===== src/rtl/forward_ctrl.sv =====
// forward_ctrl: operand-forwarding and load-use stall control for a 5-stage pipeline.
// It shadows the destination info of the EX, MEM and WB instructions and produces
// EX-aligned, registered operand-mux selects plus a combinational stall.
// Optional build macro FWD_STALL_CNT_EN adds a saturating 32-bit stall cycle counter
// (output stall_cnt).
module forward_ctrl (
   input  logic        clk,
   input  logic        rst_n,
   input  logic        id_valid,
   input  logic [4:0]  id_rs1,
   input  logic [4:0]  id_rs2,
   input  logic        id_use_rs1,
   input  logic        id_use_rs2,
   input  logic [4:0]  id_rd,
   input  logic        id_we,
   input  logic        id_load,
   input  logic        flush,
   output logic [1:0]  fwd_a_sel,
   output logic [1:0]  fwd_b_sel,
   output logic        stall
`ifdef FWD_STALL_CNT_EN
   ,
   output logic [31:0] stall_cnt
`endif
);

   localparam int unsigned REG_W = 5;
   localparam int unsigned SEL_W = 2;

   localparam logic [0:0] ST_RUN  = 1'b0;
   localparam logic [0:0] ST_HOLD = 1'b1;

   localparam logic [SEL_W-1:0] SEL_RF     = 2'b00;
   localparam logic [SEL_W-1:0] SEL_EX_ALU = 2'b01;
   localparam logic [SEL_W-1:0] SEL_WB_ALU = 2'b10;
   localparam logic [SEL_W-1:0] SEL_WB_LD  = 2'b11;

   // Tracker entries {valid, rd, we, load} for EX, MEM and WB
   logic             ex_valid_q,  ex_valid_d;
   logic [REG_W-1:0] ex_rd_q,     ex_rd_d;
   logic             ex_we_q,     ex_we_d;
   logic             ex_load_q,   ex_load_d;
   logic             mem_valid_q, mem_valid_d;
   logic [REG_W-1:0] mem_rd_q,    mem_rd_d;
   logic             mem_we_q,    mem_we_d;
   logic             mem_load_q,  mem_load_d;
   logic             wb_valid_q,  wb_valid_d;
   logic [REG_W-1:0] wb_rd_q,     wb_rd_d;
   logic             wb_we_q,     wb_we_d;
   logic             wb_load_q,   wb_load_d;

   logic [0:0]       state_q, state_d;
   logic [SEL_W-1:0] fwd_a_sel_q, fwd_a_sel_d;
   logic [SEL_W-1:0] fwd_b_sel_q, fwd_b_sel_d;

   logic ex_hit_a, ex_hit_b, mem_hit_a, mem_hit_b;
   logic id_advance;

   // An entry forwards to a source only if it really writes that nonzero register
   function automatic logic entry_match(input logic             valid,
                                        input logic             we,
                                        input logic [REG_W-1:0] rd,
                                        input logic [REG_W-1:0] src,
                                        input logic             use_src);
      return valid & we & (rd != '0) & (rd == src) & use_src;
   endfunction

   // Younger producer (EX) has priority over MEM
   function automatic logic [SEL_W-1:0] pick_sel(input logic ex_hit,
                                                 input logic mem_hit,
                                                 input logic mem_load);
      logic [SEL_W-1:0] sel;
      sel = SEL_RF;
      if (ex_hit)
         sel = SEL_EX_ALU;
      else if (mem_hit && mem_load)
         sel = SEL_WB_LD;
      else if (mem_hit)
         sel = SEL_WB_ALU;
      return sel;
   endfunction

   // Hazard detection against the EX and MEM entries
   always_comb begin
      ex_hit_a  = entry_match(ex_valid_q,  ex_we_q,  ex_rd_q,  id_rs1, id_use_rs1);
      ex_hit_b  = entry_match(ex_valid_q,  ex_we_q,  ex_rd_q,  id_rs2, id_use_rs2);
      mem_hit_a = entry_match(mem_valid_q, mem_we_q, mem_rd_q, id_rs1, id_use_rs1);
      mem_hit_b = entry_match(mem_valid_q, mem_we_q, mem_rd_q, id_rs2, id_use_rs2);
   end

   // Load-use stall: a flush squashes the consumer, so it never stalls
   assign stall = id_valid & ex_load_q & (ex_hit_a | ex_hit_b) & ~flush
                  & (state_q == ST_RUN);

   assign id_advance = id_valid & ~stall & ~flush;

   // Next state: FSM, tracker shift, registered selects
   always_comb begin
      state_d     = state_q;
      fwd_a_sel_d = SEL_RF;
      fwd_b_sel_d = SEL_RF;

      unique case (state_q)
         ST_RUN:  if (stall) state_d = ST_HOLD;
         ST_HOLD: state_d = ST_RUN;
         default: state_d = ST_RUN;
      endcase

      wb_valid_d  = mem_valid_q;
      wb_rd_d     = mem_rd_q;
      wb_we_d     = mem_we_q;
      wb_load_d   = mem_load_q;

      mem_valid_d = ex_valid_q & ~flush;
      mem_rd_d    = ex_rd_q;
      mem_we_d    = ex_we_q;
      mem_load_d  = ex_load_q;

      ex_valid_d  = id_advance;
      ex_rd_d     = id_rd;
      ex_we_d     = id_we;
      ex_load_d   = id_load;

      if (id_advance) begin
         fwd_a_sel_d = pick_sel(ex_hit_a, mem_hit_a, mem_load_q);
         fwd_b_sel_d = pick_sel(ex_hit_b, mem_hit_b, mem_load_q);
      end
   end

   // State and tracker registers
   always_ff @(posedge clk or negedge rst_n) begin
      if (!rst_n) begin
         state_q     <= ST_RUN;
         fwd_a_sel_q <= SEL_RF;
         fwd_b_sel_q <= SEL_RF;
         ex_valid_q  <= 1'b0;
         ex_rd_q     <= '0;
         ex_we_q     <= 1'b0;
         ex_load_q   <= 1'b0;
         mem_valid_q <= 1'b0;
         mem_rd_q    <= '0;
         mem_we_q    <= 1'b0;
         mem_load_q  <= 1'b0;
         wb_valid_q  <= 1'b0;
         wb_rd_q     <= '0;
         wb_we_q     <= 1'b0;
         wb_load_q   <= 1'b0;
      end else begin
         state_q     <= state_d;
         fwd_a_sel_q <= fwd_a_sel_d;
         fwd_b_sel_q <= fwd_b_sel_d;
         ex_valid_q  <= ex_valid_d;
         ex_rd_q     <= ex_rd_d;
         ex_we_q     <= ex_we_d;
         ex_load_q   <= ex_load_d;
         mem_valid_q <= mem_valid_d;
         mem_rd_q    <= mem_rd_d;
         mem_we_q    <= mem_we_d;
         mem_load_q  <= mem_load_d;
         wb_valid_q  <= wb_valid_d;
         wb_rd_q     <= wb_rd_d;
         wb_we_q     <= wb_we_d;
         wb_load_q   <= wb_load_d;
      end
   end

   assign fwd_a_sel = fwd_a_sel_q;
   assign fwd_b_sel = fwd_b_sel_q;

   // WB is tracked for completeness only (the register file writes before it reads)
   a_wb_follows_mem: assert property (@(posedge clk) disable iff (!rst_n)
      {wb_valid_q, wb_rd_q, wb_we_q, wb_load_q} ==
      $past({mem_valid_q, mem_rd_q, mem_we_q, mem_load_q}));

`ifdef FWD_STALL_CNT_EN
   localparam int unsigned CNT_W = 32;

   logic [CNT_W-1:0] stall_cnt_q, stall_cnt_d;

   // Saturating count of stall cycles
   always_comb begin
      stall_cnt_d = stall_cnt_q;
      if (stall && (stall_cnt_q != '1))
         stall_cnt_d = stall_cnt_q + CNT_W'(1);
   end

   // Counter register
   always_ff @(posedge clk or negedge rst_n) begin
      if (!rst_n)
         stall_cnt_q <= '0;
      else
         stall_cnt_q <= stall_cnt_d;
   end

   assign stall_cnt = stall_cnt_q;
`endif

endmodule

===== config.mk =====
export PLATFORM = sky130hd
export DESIGN_NAME = forward_ctrl
export DESIGN_NICKNAME = d
export VERILOG_FILES = /design/src/rtl/forward_ctrl.sv
export SDC_FILE = /design/constraint.sdc
export NUM_CORES = 1
export LEC_CHECK = 0
export ABC_AREA = 1
export BUFFER_PORTS_ARGS = -buffer_cell sky130_fd_sc_hd__buf_2
export CAP_MARGIN = 20
export CORE_MARGIN = 2
export CORE_UTILIZATION = 45
export CTS_CLUSTER_DIAMETER = 50
export DETAILED_ROUTE_END_ITERATION = 10
export PLACE_DENSITY_LB_ADDON = 0.3
export SETUP_SLACK_MARGIN = 0.5
export SYNTH_ARGS = -nofsm -noshare
export SYNTH_HDL_FRONTEND = slang
export SYNTH_SLANG_ARGS = --single-unit

===== constraint.sdc =====
create_clock -name clk -period 1.2 [get_ports clk]
set_input_delay 0.18 -clock clk [delete_from_list [all_inputs] [get_ports clk]]
set_output_delay 0.18 -clock clk [all_outputs]
set_load 0.05 [all_outputs]

* After elaboration in Yosys (flattened, before gate mapping)
Cells that the tools add are included. W data, S select, Z words.
Operators by class: add/sub/neg operators 0, multiply operators 0, div/mod/pow operators 0, magnitude comparators 0, eq/ne operators 4, shifts and indexed selects 0, mux-type cells 10, bitwise gates (word level) 23, reductions and logical operators 4
Operators by type and width (number):
- $eq A5 B5 Y1 | 4
- $and A1 B1 Y1 | 19
- $mux W2 | 8
- $reduce_bool A5 Y1 | 2
- $not A1 Y1 | 3
- $logic_and A1 B1 Y1 | 2
- $pmux W1 S2 | 1
- $mux W1 | 1
- $or A1 B1 Y1 | 1
Storage, ports and cells: register bits after elaboration 21, bits in latches 0, bits in writable memories 0, bits in read-only memories 0, input port bits 23, memories kept 0

* Depth between registers and ports, before layout
depth in word-level cells 12, gate-level depth with buffers 10, depth with buffers taken out 10

* Worst setup path before layout
OpenSTA, ideal clock, no wires.
path kind flip-flop to flip-flop, start register ex_rd_q[3], end register state_q, library setup time 203 ps, data arrival time 1599 ps, slack -602 ps, stages on the path, launching flop included 7, path buffers 0, path through dfrtp_1 > inv_1 > nand2_1 > a21oi_1 > nand4_1 > o21a_1 > nor2_1
On the way: longest elaborated chain between the ends 10, elaborated cells between the ends (all ways) 14, classes of those cells eq/ne: 2; mux: 2; bitwise: 9; reduce/logical: 1
RTL lines:
- from (decl) | line 40 | logic [REG_W-1:0] ex_rd_q, ex_rd_d;
- from (signal assigned) | line 153 | ex_rd_q <= ex_rd_d;
- $reduce_bool A5 Y1 | line 65 | return valid & we & (rd != '0) & (rd == src) & use_src;
- $and A1 B1 Y1 (3 in a row) | line 65
- $or A1 B1 Y1 * | line 92 | assign stall = id_valid & ex_load_q & (ex_hit_a | ex_hit_b) & ~flush
- $and A1 B1 Y1 * (2 in a row) | line 92
- $and A1 B1 Y1 * | line 93 | & (state_q == ST_RUN);
- named net stall | line 20 | output logic stall
- $mux W1 * | line 104 | ST_RUN: if (stall) state_d = ST_HOLD;
- $pmux W1 S2 * | line 103 | unique case (state_q)
- to (signal assigned) | line 149 | state_q <= state_d;
- to (decl) | line 52 | logic [0:0] state_q, state_d;
Mark *: on every way through the listed nets, which the timed path passes. The rest lies on a longest branch.

* Final worst setup path
start register ex_rd_q[1], end output port stall
On the way: longest elaborated chain between the ends 8, elaborated cells between the ends (all ways) 12, classes of those cells eq/ne: 2; bitwise: 9; reduce/logical: 1
RTL lines (line):
- $reduce_bool A5 Y1 | 65
- $and A1 B1 Y1 (3 in a row) | 65
- $or A1 B1 Y1 * | 92
- $and A1 B1 Y1 * (2 in a row) | 92
- $and A1 B1 Y1 * | 93
- to (decl) | 20
Every way passes the cells marked *; elsewhere a longest branch is shown, timed or not.

==> flow_summary.yaml <==
logic_synthesis:
  syn-mean-instance-area_um2: 6.86
  synth.top_cells.by_count: "nand2_1 (62), inv_1 (30), dfrtp_1 (21)"
  synth_enable_flop_cells: 0
  synth_seq_cells: 21
  synth_xor_area_share_pct: 0
  synth_top_family_by_area: "simple AND/OR/NAND/NOR gates"
  ys_top_cells_by_area: "dfrtp_1 (46%), nand2_1 (21%), inv_1 (10%)"
  simple_gate_portion_of_the_synthesized_area_pct: 36.8
  share_of_synthesized_flip_flops_with_an_asynchronous_set_or_reset_pct: 100
  synthAdderAreaFrac_pct: 0
  syn_area_um2: 1130
  ys.flop_type: "dfrtp_1"
  synth.most_common_cell: "nand2_1"
  synth_largest_type_area_fraction_pct: 46.5
  synth.yosys.warnings: 0
  postSynthNetCount: 188
  synth_mux_area_share_pct: 0
  ys_types: 17
  synth_cells: 165
  synth.yosys.seq_area_share_pct: 46.5
  compound_gate_portion_of_the_synthesized_area_pct: 5.75
  post-synth-top-area-cell: "dfrtp_1"
finish:
  layout-drive-gt1-share_pct: 38.7
  fillCellCount: 205
  finish.net_count: 249
  antenna_cells_inserted: 0
  synthesis_to_finish_area_growth_pct: 50.8
  stdcell_count: 255
timing:
  finalWorstSetupSlack_ns: -0.683
  period_needed_ns: 1.88
  finalCritPeriodShare_pct: 157
  fin_hold_ws_ns: -0.190
  hold_viol_final: 21
  maxClockFrequency_mhz: 531
  clock_skew_ns: 0.0121
  slew_viols_final: 0
  worst_pin_slew_ns: 0.482
  finalSetupViolCount: 7
  fin_setup_tns_ns: -3.13
  worst_slew_margin_rel_pct: 67.9
  unrepaired_setup_endpoints_after_global_routing: "true"
grt:
  number_of_global_route_vias_before_repair: 1180
  grt_pass1_wl_um: 4810
  grt_max_degree: 22
  grt_use_total_pct: 23.4
  grt_antenna_before_repair: 0
  grt-ovfl-total: 0
pwr:
  vdd_ir_drop_max_mv: 0.927
  leakagePower_nw: 0.945
  power.density_nw_per_um2: 828
clock_network:
  cts_made_buffers: 3
  tritoncts_clock_tree: "done"
  clkSinkCount: 21
  max-clock-path-buffers: 2
  postCtsHoldBufs: 7
  clkTransAtPathRegs_ns: 0.12
  htree_levels: 1
  clkLatencyLatePin_ns: 0.30
  cts_root_buf: "clkbuf_4"
outcome:
  failed_checks: "negative hold slack, negative setup slack"
  run_status: "finished, violations left"
floorplan:
  dieHeight_um: 54.1
  die_area_um2: 2930
  core-area_um2: 2430
  io_pins: 28
  chipWidth_um: 54.1
  rows: 18
  initial_core_util_pct: 46.5
place:
  numPlacedInstances: 237
  gpl.final_weighted_congestion: 0.896
  place_ws_ns: -0.451
  buffers_on_ports: 27
  detailed_place_hpwl_um: 2270
route:
  wl_um: 3020
  ant_nets: 0
  routed-via-count: 1202
  detail_route.wl_per_cell_um: 11.9
  first_iter_violations: 28
  vias_per_cell: 4.71
  drt_first_pass_iters: 4
  remaining_drcs: 0
worst_setup_path:
  worstSetupPathType: "register to output pin"
  timing.critical_path.required_ns: 1.02
  cp_slowest_stage_delay_ns: 0.47
  crit_slowest_cell: "dfrtp_2"
  worst-path-stages: 7
  crit_path_start_kind: "register"
  critical_path.cell_chain: "nand2_1, nand2_1, nor2_2, nand4_1, o21a_1, nor2_4, buf_8"
  cp_num_buf_inv: 1
  crit-reg2reg-launch: "ex_rd_q[1]"
  cp.arrival_ns: 1.70
  cp-end-kind: "output pin"
  r2r_setup_slk_ns: -0.48
  crit_path_frequent_cell: "nand2_1"
  critical_path.max_fanout: 5
  cpLargestDelayFamily: "simple AND/OR/NAND/NOR gates"
  rr_worst_depth: 14
  worst_r2r_endpoint: "fwd_b_sel[0]"
flow_run:
  max_cap_violations: 0
worst_hold_path:
  hp-class: "input port to asynchronous set/reset pin"
## layer usage
layer / vias up / routed length (um) / global-route usage, %
li1: 615 / - / -
met1: 543 / 1320 / 27.7
met2: 38 / 1520 / 42.6
met3: 6 / 135 / 3.33
met4: 0 / 51 / 8.33
met5: - / 0 / 0
## kinds of logic (layout without fill, tap and decap cells)
logic type,count (synthesis),count (layout)
buffers and inverters,33,93
AND/OR/NAND/NOR,99,99
flip-flops,21,21
AO/OA/AOI/OAI,12,12
## worst max path at each step
stage	startpoint	end	slack, ns
after global placement	ex_rd_q[2]	stall	-0.41
after global routing	ex_rd_q[0]	stall	-0.77
after CTS	ex_rd_q[1]	stall	-0.64
final	ex_rd_q[1]	stall	-0.68
after detailed placement	ex_rd_q[2]	stall	-0.45
after floorplan	ex_rd_q[3]	stall	-0.21
## registers in the layout, indices dropped and copies added (netlist names)
name	cells
fwd_b_sel	2
mem_we_q	1
mem_valid_q	1
ex_we_q	1
ex_load_q	1
mem_load_q	1
ex_rd_q	5
state_q	1
fwd_a_sel	2
ex_valid_q	1
mem_rd_q	5
## worst reg2reg max path, stage by stage (launching register included)
cell,delay [ns]
dfrtp_2,0.47
inv_2,0.08
nand2_2,0.05
buf_4,0.13
buf_6,0.10
buf_6,0.10
buf_6,0.10
buf_6,0.10
nand3_2,0.06
nor2_2,0.04
nand3_2,0.07
nand2_2,0.06
nand2_2,0.08
nand2_4,0.08
nor2_2,0.09
## final cells by class
cell class	count	area, um2	area share (%)
clock buffer	4	26.3	1.54
inverter	33	124	7.26
multi-input combinational	111	542	31.8
sequential	21	533	31.3
tap	30	37.5	2.20
timing repair buffer	56	443	26.0
## power breakdown
group	switching, W	total, W	internal, W
sequential	0.0000240	0.000759	0.000735
clock	0.000213	0.000342	0.000129
combinational	0.000165	0.000311	0.000147
total	0.000401	0.00141	0.00101
## what timing repair did
item	CTS	global route
gates resized for setup	22	20
setup buffers	7	0
cloned	0	0
pin swaps	10	12
setup endpoints to repair	12	12
endpoints found under the hold margin	28	21
## stage by stage
step | hold slack [ns] | utilization (%) | instance area (um2) | total power [W]
6_report | -0.190 | 70.1 | 1710 | 0.00141
4_1_cts | -0.186 | 68.0 | 1650 | 0.00140
3_5_place_dp | 0.162 | 58.8 | 1430 | 0.00102
2_1_floorplan | -0.116 | - | 1140 | 0.000887
3_3_place_gp | 0.150 | 58.8 | 1430 | 0.00101
5_1_grt | -0.168 | 70.1 | 1710 | 0.00149
## cells in the final DEF (no fill, tap or decap), drive strengths merged
master	synthesis	final
o21a	1	1
o21bai	1	1
nor3	2	2
o21ai	4	4
dfrtp	21	21
and2	1	1
nand4	2	2
inv	33	33
dlygate4sd3	0	7
nand2	64	64
a21oi	6	6
nand3	12	12
nor2	18	18
buf	0	49
clkbuf	0	4
Power figures use the tool's default switching activity.
